===== src/rtl/alu_pipe.sv =====
// Pipelined ALU with elastic valid/ready stages and a retriggerable activity LED.
// Define ALU_MUL_EN to turn opcode 111 into an unsigned multiply instead of SRA.
module alu_pipe #(
  parameter int Width         = 8,
  parameter int Stages        = 2,
  parameter int LedHoldCycles = 1000
) (
  input  logic             clk_i,
  input  logic             rst_i,
  input  logic             in_valid_i,
  output logic             in_ready_o,
  input  logic [2:0]       op_i,
  input  logic [Width-1:0] a_i,
  input  logic [Width-1:0] b_i,
  output logic             out_valid_o,
  input  logic             out_ready_i,
  output logic [Width-1:0] result_o,
  output logic             carry_o,
  output logic             zero_o,
  output logic             overflow_o,
  output logic             busy_o,
  output logic             led_o
);

  localparam int ShW  = $clog2(Width);
  localparam int CntW = $clog2(LedHoldCycles + 1);

  localparam logic [2:0] OpAdd = 3'b000;
  localparam logic [2:0] OpSub = 3'b001;
  localparam logic [2:0] OpAnd = 3'b010;
  localparam logic [2:0] OpOr  = 3'b011;
  localparam logic [2:0] OpXor = 3'b100;
  localparam logic [2:0] OpShl = 3'b101;
  localparam logic [2:0] OpShr = 3'b110;
  localparam logic [2:0] OpAlt = 3'b111;

  typedef struct packed {
    logic [Width-1:0] result;
    logic             carry;
    logic             zero;
    logic             overflow;
  } payload_t;

  logic [ShW-1:0] shamt;
  logic [Width:0] ext;
  payload_t       alu;
`ifdef ALU_MUL_EN
  logic [2*Width-1:0] prod;
`endif

  assign shamt = b_i[ShW-1:0];

  // Combinational ALU evaluated on the incoming operands
  always_comb begin
    alu = '0;
    ext = {(Width+1){1'b0}};
`ifdef ALU_MUL_EN
    prod = {(2*Width){1'b0}};
`endif
    case (op_i)
      OpAdd: begin
        ext          = {1'b0, a_i} + {1'b0, b_i};
        alu.result   = ext[Width-1:0];
        alu.carry    = ext[Width];
        alu.overflow = (a_i[Width-1] == b_i[Width-1]) && (ext[Width-1] != a_i[Width-1]);
      end
      OpSub: begin
        ext          = {1'b0, a_i} - {1'b0, b_i};
        alu.result   = ext[Width-1:0];
        alu.carry    = ext[Width];
        alu.overflow = (a_i[Width-1] != b_i[Width-1]) && (ext[Width-1] != a_i[Width-1]);
      end
      OpAnd: alu.result = a_i & b_i;
      OpOr:  alu.result = a_i | b_i;
      OpXor: alu.result = a_i ^ b_i;
      // The extra bit catches the last bit shifted out; it stays 0 for a zero shift
      OpShl: begin
        ext        = {1'b0, a_i} << shamt;
        alu.result = ext[Width-1:0];
        alu.carry  = ext[Width];
      end
      OpShr: begin
        ext        = {a_i, 1'b0} >> shamt;
        alu.result = ext[Width:1];
        alu.carry  = ext[0];
      end
      OpAlt: begin
`ifdef ALU_MUL_EN
        prod       = {{Width{1'b0}}, a_i} * {{Width{1'b0}}, b_i};
        alu.result = prod[Width-1:0];
        alu.carry  = |prod[2*Width-1:Width];
`else
        ext        = $signed({a_i, 1'b0}) >>> shamt;
        alu.result = ext[Width:1];
        alu.carry  = ext[0];
`endif
      end
      default: alu = '0;
    endcase
    alu.zero = (alu.result == {Width{1'b0}});
  end

  logic [Stages-1:0] valid;
  logic [Stages-1:0] ready;
  logic [Stages-1:0] up_valid;
  payload_t          data    [Stages];
  payload_t          up_data [Stages];

  // A stage may load when it, or any stage downstream of it, has room
  for (genvar k = 0; k < Stages; k++) begin : g_stage
    assign ready[k] = out_ready_i || !(&valid[Stages-1:k]);
    if (k == 0) begin : g_head
      assign up_valid[k] = in_valid_i;
      assign up_data[k]  = alu;
    end else begin : g_link
      assign up_valid[k] = valid[k-1];
      assign up_data[k]  = data[k-1];
    end
  end

  // Elastic pipeline registers; payload only moves with valid data
  always_ff @(posedge clk_i) begin
    if (rst_i) begin
      valid <= {Stages{1'b0}};
      for (int k = 0; k < Stages; k++) begin
        data[k] <= '0;
      end
    end else begin
      for (int k = 0; k < Stages; k++) begin
        if (ready[k]) begin
          valid[k] <= up_valid[k];
          if (up_valid[k]) begin
            data[k] <= up_data[k];
          end
        end
      end
    end
  end

  assign in_ready_o  = ready[0];
  assign out_valid_o = valid[Stages-1];
  assign result_o    = data[Stages-1].result;
  assign carry_o     = data[Stages-1].carry;
  assign zero_o      = data[Stages-1].zero;
  assign overflow_o  = data[Stages-1].overflow;
  assign busy_o      = |valid;

  logic [CntW-1:0] led_cnt;
  logic [CntW-1:0] led_cnt_next;

  // Reload on every completion so back-to-back completions never drop the LED
  always_comb begin
    if (out_valid_o && out_ready_i) begin
      led_cnt_next = CntW'(LedHoldCycles);
    end else if (led_cnt != {CntW{1'b0}}) begin
      led_cnt_next = led_cnt - CntW'(1);
    end else begin
      led_cnt_next = led_cnt;
    end
  end

  // LED counter and its registered indicator
  always_ff @(posedge clk_i) begin
    if (rst_i) begin
      led_cnt <= {CntW{1'b0}};
      led_o   <= 1'b0;
    end else begin
      led_cnt <= led_cnt_next;
      led_o   <= (led_cnt_next != {CntW{1'b0}});
    end
  end

endmodule


===== config.mk =====
export PLATFORM = sky130hd
export DESIGN_NAME = alu_pipe
export DESIGN_NICKNAME = d
export VERILOG_FILES = /design/src/rtl/alu_pipe.sv
export SDC_FILE = /design/constraint.sdc
export NUM_CORES = 1
export LEC_CHECK = 0
export CAP_MARGIN = 20
export CELL_PAD_IN_SITES_DETAIL_PLACEMENT = 1
export CELL_PAD_IN_SITES_GLOBAL_PLACEMENT = 2
export CORE_MARGIN = 1
export CORE_UTILIZATION = 36
export CTS_BUF_LIST = sky130_fd_sc_hd__clkbuf_16
export CTS_CLUSTER_SIZE = 25
export DETAILED_ROUTE_END_ITERATION = 12
export HOLD_SLACK_MARGIN = 0.08
export PLACE_DENSITY = 0.8
export SLEW_MARGIN = 0
export SYNTH_ARGS = -nofsm -noshare
export SYNTH_HDL_FRONTEND = slang
export SYNTH_SLANG_ARGS = --single-unit

===== constraint.sdc =====
create_clock -name clk_i -period 4.13 [get_ports clk_i]
set_input_delay 1.239 -clock clk_i [delete_from_list [all_inputs] [get_ports clk_i]]
set_output_delay 1.239 -clock clk_i [all_outputs]
set_load 0.05 [all_outputs]

# Yosys cells after proc, flatten, opt, wreduce, memory -nomap -nowiden

Memories as Yosys holds them, arrays and structs flattened.
Cells that the tools add are included.

Bitwise logic cells: 5
Mux-type cells: 17
Eq/ne operators: 11
Shift operators: 3
$add $sub $neg: 3
Reduce and logical (&&, ||, !) cells: 13

Operator list:

| operator                                                               | count |
|---|---|
| 8-bit case mux with 8 select lines                                     | 1 |
| 11-bit 2-to-1 mux                                                      | 2 |
| 10-bit 2-to-1 mux                                                      | 2 |
| 10-bit nonzero test                                                    | 2 |
| 3-bit equality test (second input constant)                            | 4 |
| 1-bit 2-to-1 mux                                                       | 10 |
| 10-bit by 1-bit subtractor with 10-bit output (second input constant)  | 1 |
| 8-bit by 8-bit adder with 9-bit output                                 | 1 |
| 8-bit by 3-bit left shift with 9-bit output                            | 1 |
| 9-bit by 3-bit >> shifter with 9-bit output                            | 1 |
| 9-bit by 3-bit >>> shifter with 9-bit output                           | 1 |
| 8-bit by 8-bit subtractor with 9-bit output                            | 1 |
| 8-bit AND                                                              | 1 |
| 8-bit zero test                                                        | 1 |
| 8-bit OR                                                               | 1 |
| 8-bit XOR                                                              | 1 |
| 3-bit by 2-bit equality test with 1-bit output (second input constant) | 2 |
| 1-bit case mux with 5 select lines                                     | 1 |
| 3-bit by 1-bit equality test with 1-bit output (second input constant) | 1 |
| 1-bit logical AND                                                      | 3 |
| 3-bit zero test                                                        | 1 |
| 1-bit != test                                                          | 3 |
| 1-bit zero test                                                        | 2 |
| 1-bit logical OR                                                       | 2 |
| other kinds (5)                                                        | 6 |

Bits in registers: 13
Bits in writable memories: 22
Word-level logic and storage cells: 57
Memories: 1
Bits of input ports: 23
Output and inout bits: 15

Memories:

| memory | words | width | rd ports | clocked after memory_dff | wr ports | line | source |
|---|---|---|---|---|---|---|---|
| data   | 2     | 11    | 2        | 0                        | 2        | 106  | `payload_t data [Stages];` |

# Logic depth before layout (Yosys ltp)

Gate-level depths: netlist (run 1).

Depth after elaboration: 7
Mapped depth: 12
Depth with buffers taken out: 11

# Least setup slack after synthesis (run 1)

No wires, ideal clock.

Kind: input to register
Start: input port b_i[2]
End: memory data[0][1] (netlist name), data pin
Setup slack: 766 ps
Stages: 11
Arrival: 3,195 ps
Path buffers: 2
Library setup time: 169 ps
Required time: 3,961 ps
Cells stage by stage: clkbuf_8 > inv_1 > ha_1 > buf_2 > nor3_1 > a2111oi_2 > o31ai_1 > o21ai_0 > a21oi_1 > o22a_1 > nor4b_2

RTL lines:

| element         | line | source |
|---|---|---|
| start, declared | 14   | `input logic [Width-1:0] b_i,` |
| end, declared   | 106  |  |

==> results.sh, run 1 <==
export IMPL_post_dp_hpwl_um=8440
export IMPL_wire_per_inst_um=18.6
export IMPL_crit_fanout=4
export IMPL_ys_warn_count=0
export IMPL_finalCriticalPeriod_ns=3.78
export IMPL_synth_nets=468
export IMPL_dr_first_iter_drc_count=188
export IMPL_crit_arrival_ns=3.88
export IMPL_max_freq_ghz=0.264
export IMPL_syn2layout_area_growth_pct=17.5
export IMPL_path_clk_slew_ns=0.05
export IMPL_crit_path_end_kind="register"
export IMPL_synthTopCellsByCount="42 x nor2_1, 27 x inv_1, 26 x ha_1"
export IMPL_synth_area_leaders="edfxtp_1 18%, ha_1 8.7%, dfxtp_1 7.0%"
export IMPL_cts_hold_buf=0
export IMPL_pin_count=38
export IMPL_path_buf_inv=2
export IMPL_synth_seq_area_share=0.247
export IMPL_cts_sinks=35
export IMPL_drtPass1Iterations=4
export IMPL_cpPeakStageDelay_ns=0.56
export IMPL_synth_seq_cells=35
export IMPL_yosysMostFrequentCell="nor2_1"
export IMPL_slew_headroom=0.380
export IMPL_syn_mean_instance_area_um2=8.95
export IMPL_totalWireLength_um=10800
export IMPL_place_port_buffers=37
export IMPL_synthSimpleGateAreaFrac=0.202
export IMPL_cts_tree="built"
export IMPL_async_reset_ff_frac=0
export IMPL_grt_pass1_vias=3377
export IMPL_cp_slowest_cell="clkdlybuf4s50_1"
export IMPL_grtUsageTotal=0.207
export IMPL_cts_setup_buffers=0
export IMPL_start_kind="input port"
export IMPL_pre_cts_ws_ns=-0.0713
export IMPL_fin_crit_sh=0.916
export IMPL_synth_cell_area_um2=3730
export IMPL_diodes=0
export IMPL_die_x_um=104
export IMPL_hp_class="reg2reg"
export IMPL_cp_required_ns=4.23
export IMPL_p_leak_nw=1.77
export IMPL_clock_latency_ns=0.27
export IMPL_grt_pass1_wl_um=17800
export IMPL_num_vias=3297
export IMPL_tightest_slew_ns=0.928
export IMPL_core_area_um2=9910
export IMPL_synth_top_area_share=0.177
export IMPL_synth_compound_area_frac=0.218
export IMPL_clockRootBuffer="clkbuf_16"
export IMPL_synth_main_ff_cell="edfxtp_1"
export IMPL_peakVddDrop_uv=229
export IMPL_setup_viol=0
export IMPL_drc=0
export IMPL_synthMuxAreaShare=0.0976
export IMPL_max_cap_violations=0
export IMPL_synth_xor_area_share=0.0282
export IMPL_die_area_um2=10800
export IMPL_grt_antenna_before_repair=0
export IMPL_status="completed"
export IMPL_synth_distinct_cells=75
export IMPL_num_rows=36
export IMPL_hold_ws_ns=0.517
export IMPL_synthCells=417
export IMPL_gp_congestion=0.870
export IMPL_crit_family="compound AO/OA/AOI/OAI gates"
export IMPL_die_h_um=104
export IMPL_start_util=0.377
export IMPL_synthAdderAreaFrac=0.0979
export IMPL_synth_edff_count=22
export IMPL_post_cts_resize_count=0
export IMPL_gr_total_overflow=0
export IMPL_hold_viol=0
export IMPL_setup_tns_ns=0
export IMPL_synth_top_family_by_area="compound AO/OA/AOI/OAI gates"
export IMPL_grt_max_degree=30
export IMPL_synth_area_leader_cell="edfxtp_1"
export IMPL_path_cells="clkdlybuf4s50_1 > inv_1 > ha_1 > o21bai_1 > a2111oi_2 > xnor2_1 > nor2_1 > o32ai_1 > nand2_1 > nor4b_2"
export IMPL_slew_violations=0
export IMPL_rsz0062_at_grt="no"
export IMPL_htreeDepth=2
export IMPL_finClkSkew_ns=0.00290
export IMPL_layout_nets=501
export IMPL_utilization=0.442
export IMPL_drive_gt1_frac=0.144
export IMPL_crit_type="in2reg"
export IMPL_via_per_inst=5.66
export IMPL_p_per_area_nw_per_um2=370
export IMPL_cts_buffers=5
export IMPL_ant_nets=0
export IMPL_cts_buffer_depth=2
export IMPL_layout_setup_ws_ns=0.349
## report_power, final
part | switching, mW | internal (mW) | total [mW]
Sequential | 0.0529 | 0.433 | 0.486
Combinational | 0.421 | 0.313 | 0.733
Clock | 0.125 | 0.278 | 0.404
Total | 0.599 | 1.02 | 1.62
## kinds of logic after synthesis
logic type,count (synthesis)
AO/OA/AOI/OAI,109
adder cells (fa/ha/maj),28
multiplexers,23
AND/OR/NAND/NOR,143
XOR/XNOR,12
buffers and inverters,67
flip-flops,35
## state kept, by name, summed over array words and instances (netlist names)
| name | flops |
|---|---|
| led_o | 1 |
| led_cnt | 10 |
| data | 22 |
| valid | 2 |
## metal layers
metal	vias up	GRT usage	part of all wire	wire (um)
met5	-	0	0	0
met4	0	0.0714	0.024	260
met3	17	0.0334	0.040	436
met2	91	0.369	0.50	5450
met1	1601	0.252	0.43	4680
li1	1588	-	-	-
## cells in the final DEF, fill, tap and decap left out, types with 3 or more instances in the layout
master,synthesis,routed
a211oi_1,6,6
a21o_1,4,4
a21oi_1,25,25
a221oi_2,2,3
a22o_1,3,3
a22oi_1,3,3
a31oi_1,6,6
a32oi_1,4,4
and2_1,14,14
and3_1,4,4
buf_12,0,4
buf_4,9,24
clkbuf_16,0,5
clkdlybuf4s50_1,0,36
dfxtp_1,13,13
edfxtp_1,22,22
ha_1,26,26
inv_1,27,28
mux2i_1,12,12
mux4_2,8,8
nand2_1,23,23
nand2b_1,6,6
nand3_1,6,6
nand3b_1,3,3
nor2_1,42,42
nor2b_1,7,7
nor3_1,18,18
nor4_1,3,3
o211ai_1,4,4
o21ai_0,14,14
o21bai_1,5,5
o221ai_1,4,4
o22ai_1,3,3
o32ai_1,3,3
xnor2_1,8,8
xor2_1,4,4
## metrics by stage
step,cells,area (um^2),power (mW)
after global placement,576,4220,1.20
final,583,4380,1.62
after detailed placement,576,4220,1.22
after floorplan,417,3730,1.03
after global routing,583,4380,1.73
after CTS,583,4380,1.63
## layout make-up
cell class / count / area [um^2]
repair buffers: 64 / 621
flip-flops and latches: 35 / 921
fillers: 1179 / 5530
inverters: 29 / 109
clock inverters: 2 / 33.8
multi-input cells: 315 / 2410
well taps: 133 / 166
clock buffers: 5 / 125
## final timing paths
check              from           to  slack (ns)  cells past startpoint
max              a_i[1]   data[0][1]        0.35                     10
min          data[0][6]  data[0][17]        0.52                      1
max reg2reg  led_cnt[0]        led_o        1.69                      9
min reg2reg  data[0][6]  data[0][17]        0.52                      1
(Power assumes the default switching activity.)
==> run 2: changes to the inputs <==
--- a/config.mk
+++ b/config.mk
@@ -8,10 +8,9 @@
 export CAP_MARGIN = 20
 export CELL_PAD_IN_SITES_DETAIL_PLACEMENT = 1
 export CELL_PAD_IN_SITES_GLOBAL_PLACEMENT = 2
-export CORE_MARGIN = 1
+export CORE_MARGIN = 2
 export CORE_UTILIZATION = 36
 export CTS_BUF_LIST = sky130_fd_sc_hd__clkbuf_16
-export CTS_CLUSTER_SIZE = 25
 export DETAILED_ROUTE_END_ITERATION = 12
 export HOLD_SLACK_MARGIN = 0.08
 export PLACE_DENSITY = 0.8
==> run 2 against run 1 <==
Against the previous run:
- clock-buffer cell count unchanged
- critical path depth increased by 2
- fmax decreased by 1.5%
- global-route usage decreased by 0.29 points
- final cell count increased by 0.86%
- first-iteration DRC count decreased by 24%
- design area decreased by 0.86%
- largest cell class unchanged
==> results.sh, run 2 (synthesis results as in run 1) <==
export IMPL_cp_required_ns=4.24
export IMPL_slew_violations=0
export IMPL_gr_total_overflow=0
export IMPL_regMostFlops="data"
export IMPL_grt_pass1_vias=3457
export IMPL_dpl_cell_area_um2=4210
export IMPL_max_freq_ghz=0.261
export IMPL_rsz0062_at_grt="no"
export IMPL_hold_ws_ns=0.513
export IMPL_layout_common_cells="42 x nor2_1, 36 x clkdlybuf4s50_1, 28 x inv_1, 27 x buf_4, 26 x ha_1"
export IMPL_die_x_um=106
export IMPL_p_leak_nw=1.75
export IMPL_p_sw_frac=0.392
export IMPL_tightest_slew_ns=0.985
export IMPL_fin_total_pwr_mw=1.58
export IMPL_post_cts_resize_count=0
export IMPL_place_port_buffers=37
export IMPL_num_rows=37
export IMPL_status="completed"
export IMPL_diodes=0
export IMPL_finClkSkew_ns=0.00328
export IMPL_p_seq_frac=0.307
export IMPL_gp_congestion=0.923
export IMPL_clockRootBuffer="clkbuf_16"
export IMPL_seq_area_um2=921
export IMPL_layout_nets=502
export IMPL_hp_class="reg2reg"
export IMPL_crit_arrival_ns=3.95
export IMPL_multi_input_area_um2=2400
export IMPL_hold_viol=0
export IMPL_finalCriticalPeriod_ns=3.84
export IMPL_fin_crit_sh=0.929
export IMPL_clock_latency_ns=0.28
export IMPL_placedCellCount=580
export IMPL_path_clk_slew_ns=0.06
export IMPL_design_area_um2=4350
export IMPL_setup_tns_ns=0
export IMPL_ant_nets=0
export IMPL_p_comb_frac=0.465
export IMPL_grtUsageTotal=0.204
export IMPL_drtPass1Iterations=4
export IMPL_cts_buffers=5
export IMPL_final_common_cell="nor2_1"
export IMPL_post_dp_hpwl_um=8950
export IMPL_dr_first_iter_drc_count=142
export IMPL_peakVddDrop_uv=223
export IMPL_cts_tree="built"
export IMPL_final_cells=588
export IMPL_crit_type="in2reg"
export IMPL_cts_setup_buffers=0
export IMPL_grt_antenna_before_repair=0
export IMPL_drc=0
export IMPL_totalWireLength_um=11400
export IMPL_max_cap_violations=0
export IMPL_drive_gt1_frac=0.146
export IMPL_layout_setup_ws_ns=0.291
export IMPL_largest_reg_flops=22
export IMPL_num_vias=3351
export IMPL_via_per_inst=5.70
export IMPL_ff2ff_setup_slack_ns=1.63
export IMPL_p_per_area_nw_per_um2=365
export IMPL_grt_max_degree=24
export IMPL_cts_hold_buf=0
export IMPL_wire_per_inst_um=19.4
export IMPL_crit_path_end_kind="register"
export IMPL_start_util=0.366
export IMPL_pin_count=38
export IMPL_cts_sinks=35
export IMPL_pre_cts_ws_ns=0.0123
export IMPL_start_kind="input port"
export IMPL_switchingPower_mw=0.621
export IMPL_pwr_share_clk=0.228
export IMPL_internal_power_mw=0.964
export IMPL_die_h_um=106
export IMPL_reg_largest_list="data x22, led_cnt x10, valid x2"
export IMPL_cts_buffer_depth=2
export IMPL_crit_fanout=6
export IMPL_die_area_um2=11200
export IMPL_fillers=1203
export IMPL_core_area_um2=10200
export IMPL_slew_headroom=0.342
export IMPL_setup_viol=0
export IMPL_syn2layout_area_growth_pct=16.5
export IMPL_htreeDepth=2
export IMPL_utilization=0.427
export IMPL_grt_pass1_wl_um=18000
==> run 2: changes by cell type in the layout (fill, tap and decap cells not counted) <==
cell / change
buf_4: +3
buf_12: -2
a221oi_1: +1
a221oi_2: -1
bufinv_16: -1
clkinv_2: +1
clkinvlp_4: +1
==> run 2: layer usage <==
layer / share of wire / global-route usage
met5: 0 / 0
met4: 0.033 / 0.0912
met3: 0.040 / 0.0272
met2: 0.50 / 0.364
met1: 0.43 / 0.244
==> run 2: critical path, stage by stage <==
cell and delay [ns]:
clkdlybuf4s50_1 0.60, inv_1 0.10, ha_1 0.24, inv_1 0.07
fa_1 0.21, nand2b_1 0.09, a221oi_1 0.44, nor2_1 0.14
nor2_1 0.16, o41ai_2 0.10, a221oi_2 0.33, nor4b_2 0.25
==> run 2: path summary, 6_finish.rpt <==
path / startpoint / endpoint / cells after the start
worst min-delay path: data[0][5] / data[0][16] / 1
worst max-delay path: a_i[0] / data[0][1] / 12
worst min register to register: data[0][5] / data[0][16] / 1
worst max register to register: led_cnt[0] / led_o / 9
==> run 2: final cells by class <==
cell class,count,area share
Sequential cell,35,0.212
Multi-Input combinational cell,315,0.553
Tap cell,136,0.0391
Inverter,29,0.0250
Clock inverter,3,0.00374
Clock buffer,5,0.0288
Timing Repair Buffer,65,0.139
==> run 2: power by group through the flow <==
stage | Clock (mW) | Combinational, mW | Sequential [mW]
6_report | 0.361 | 0.737 | 0.486
5_1_grt | 0.371 | 0.808 | 0.495
4_1_cts | 0.366 | 0.738 | 0.486
3_5_place_dp | 0 | 0.730 | 0.492
3_3_place_gp | 0 | 0.711 | 0.488
2_1_floorplan | 0 | 0.534 | 0.492
==> RTL change, RTL diff (config.mk and constraints of run 1) <==
Remove the case item `OpShr` of the case on `op_i`.
--- a/src/rtl/alu_pipe.sv
+++ b/src/rtl/alu_pipe.sv
@@ -78,11 +78,6 @@
         ext        = {1'b0, a_i} << shamt;
         alu.result = ext[Width-1:0];
         alu.carry  = ext[Width];
-      end
-      OpShr: begin
-        ext        = {a_i, 1'b0} >> shamt;
-        alu.result = ext[Width:1];
-        alu.carry  = ext[0];
       end
       OpAlt: begin
 `ifdef ALU_MUL_EN
Function: changed (Yosys sat finds a counterexample within 4 cycles, from zero or initial values and one cycle with rst_i high).
==> RTL change against run 1 <==
The run now ends with design-rule violations left. Clock skew rose by 1.7 ps. Setup slack got worse by 93 ps. Synthesized area fell by 11%. Critical path depth rose by 2. Total power rose by 1.5%. Largest power group unchanged. Critical endpoint unchanged. Routed wire length fell by 16%. Final area fell by 8.1%. Hold slack improved by 10 ps. Combinational power fell by 7.6%. Sequential cell count did not move. Synthesized cell count fell by 6.7%. Largest cell class unchanged.
==> RTL change: results (changes against run 1) <==
metric	value	unit	change
drive_above_1_share	11.50	%	was 14.44%
p_leak	1.658	nW	was 1.768 nW
wire_per_inst	17.06	um	was 18.58 um
synth.distinct_cells	62		was 75
gp_congestion	0.8587		was 0.8697
cp_slowest_cell	a2111oi_1		was clkdlybuf4s50_1
crit_family	simple AND/OR/NAND/NOR gates		was compound AO/OA/AOI/OAI gates
muxShareOfSynthArea	8.192	%	was 9.755%
nets	478		was 501
ir_drop	260.3	uV	was 229.1 uV
synthTopCellsByArea	edfxtp_1, ha_1, dfxtp_1		unchanged
status	finished with violations		was complete, no violations
skew	4.598	ps	was 2.902 ps
syn_inst	389		was 417
arrival	4030	ps	was 3880 ps
grt_use_total	19.83	%	was 20.71%
vias	2939		was 3297
relSlewSlack	39.42	%	was 38.01%
synth-xor-area-share	2.643	%	was 2.816%
violations	design-rule violations		
hp-class	flip-flop to flip-flop		unchanged
synth_common_cells	nor2_1, a21oi_1, inv_1, ha_1		was nor2_1, inv_1, ha_1, a21oi_1, nand2_1
grt_max_degree	25		was 30
n_fill_cell	1041		was 1179
wl	9.110	mm	was 10.83 mm
max_stage_delay	640	ps	was 560 ps
place_inst	526		was 576
grt_first_pass_wirelength	15.04	mm	was 17.82 mm
synth-compound-area-share	21.33	%	was 21.79%
synth.yosys.seq_area_share	27.78	%	was 24.67%
post-route-drc-count	6		was 0
cts-root-buf	clkbuf_16		unchanged
dr.pass1.iters	8		was 4
synth_nets	442		was 468
drt_iter0_drc	151		was 188
ctsLongestPathBuffers	2		unchanged
grt_pass1_vias	3041		was 3377
crit_fanout	3		was 4
synth_adder_area_share	11.78	%	was 9.789%
dpl.hpwl	7.113	mm	was 8.442 mm
RTL change: final cells by class:
cell class	instances	share of cell area, %
Multi-Input combinational cell	291	52.41
Sequential cell	35	22.85
Timing Repair Buffer	60	13.72
Tap cell	108	3.353
Clock buffer	5	3.105
Inverter	32	2.980
Clock inverter	3	1.583
RTL change: cell families after synthesis:
kind of cell | count (synthesis)
mux | 19
compound gates | 103
flops | 35
simple gates | 129
fa+ha+maj | 30
xor+xnor | 10
buf+inv | 63
RTL change: worst paths after layout:
| kind | depth (start not counted) | end | startpoint | slack [ps] |
|---|---|---|---|---|
| worst max-delay path | 12 | data[0][1]$_SDFFCE_PN0P_ | a_i[0] | 260 |
| worst min-delay path | 1 | data[0][20]$_SDFFCE_PN0P_ | data[0][9]$_SDFFCE_PN0P_ | 530 |
| worst max register to register | 6 | led_o$_SDFF_PP0_ | led_cnt[4]$_SDFF_PP0_ | 2090 |
| worst min register to register | 1 | data[0][20]$_SDFFCE_PN0P_ | data[0][9]$_SDFFCE_PN0P_ | 530 |
RTL change: through the flow:
stage / instance area (um2) / setup WS [ps] / utilization, % / hold WS (ps) / total power, mW
6_report: 4030 / 255.5 / 45.77 / 527.2 / 1.647
5_1_grt: 4030 / 150.8 / 45.77 / 542.8 / 1.736
4_1_cts: 4030 / 292.2 / 45.77 / 531.5 / 1.660
3_5_place_dp: 3841 / 64.39 / 43.62 / 515.6 / 1.154
3_3_place_gp: 3841 / 87.09 / 43.62 / 505.4 / 1.138
2_1_floorplan: 3314 / 605.6 / - / 491.4 / 0.9700
RTL change: where the power goes:
group	internal, mW	switching (mW)
clock	0.343	0.138
combinational	0.278	0.399
sequential	0.438	0.0509
RTL change: metal layers:
metal | global-route usage, % | share of wire [%] | vias to the layer above
met5 | 0 | 0 | -
met4 | 8.858 | 2.5 | 0
met3 | 2.434 | 3.1 | 15
met2 | 35.32 | 50 | 57
met1 | 23.81 | 45 | 1402
li1 | - | - | 1465
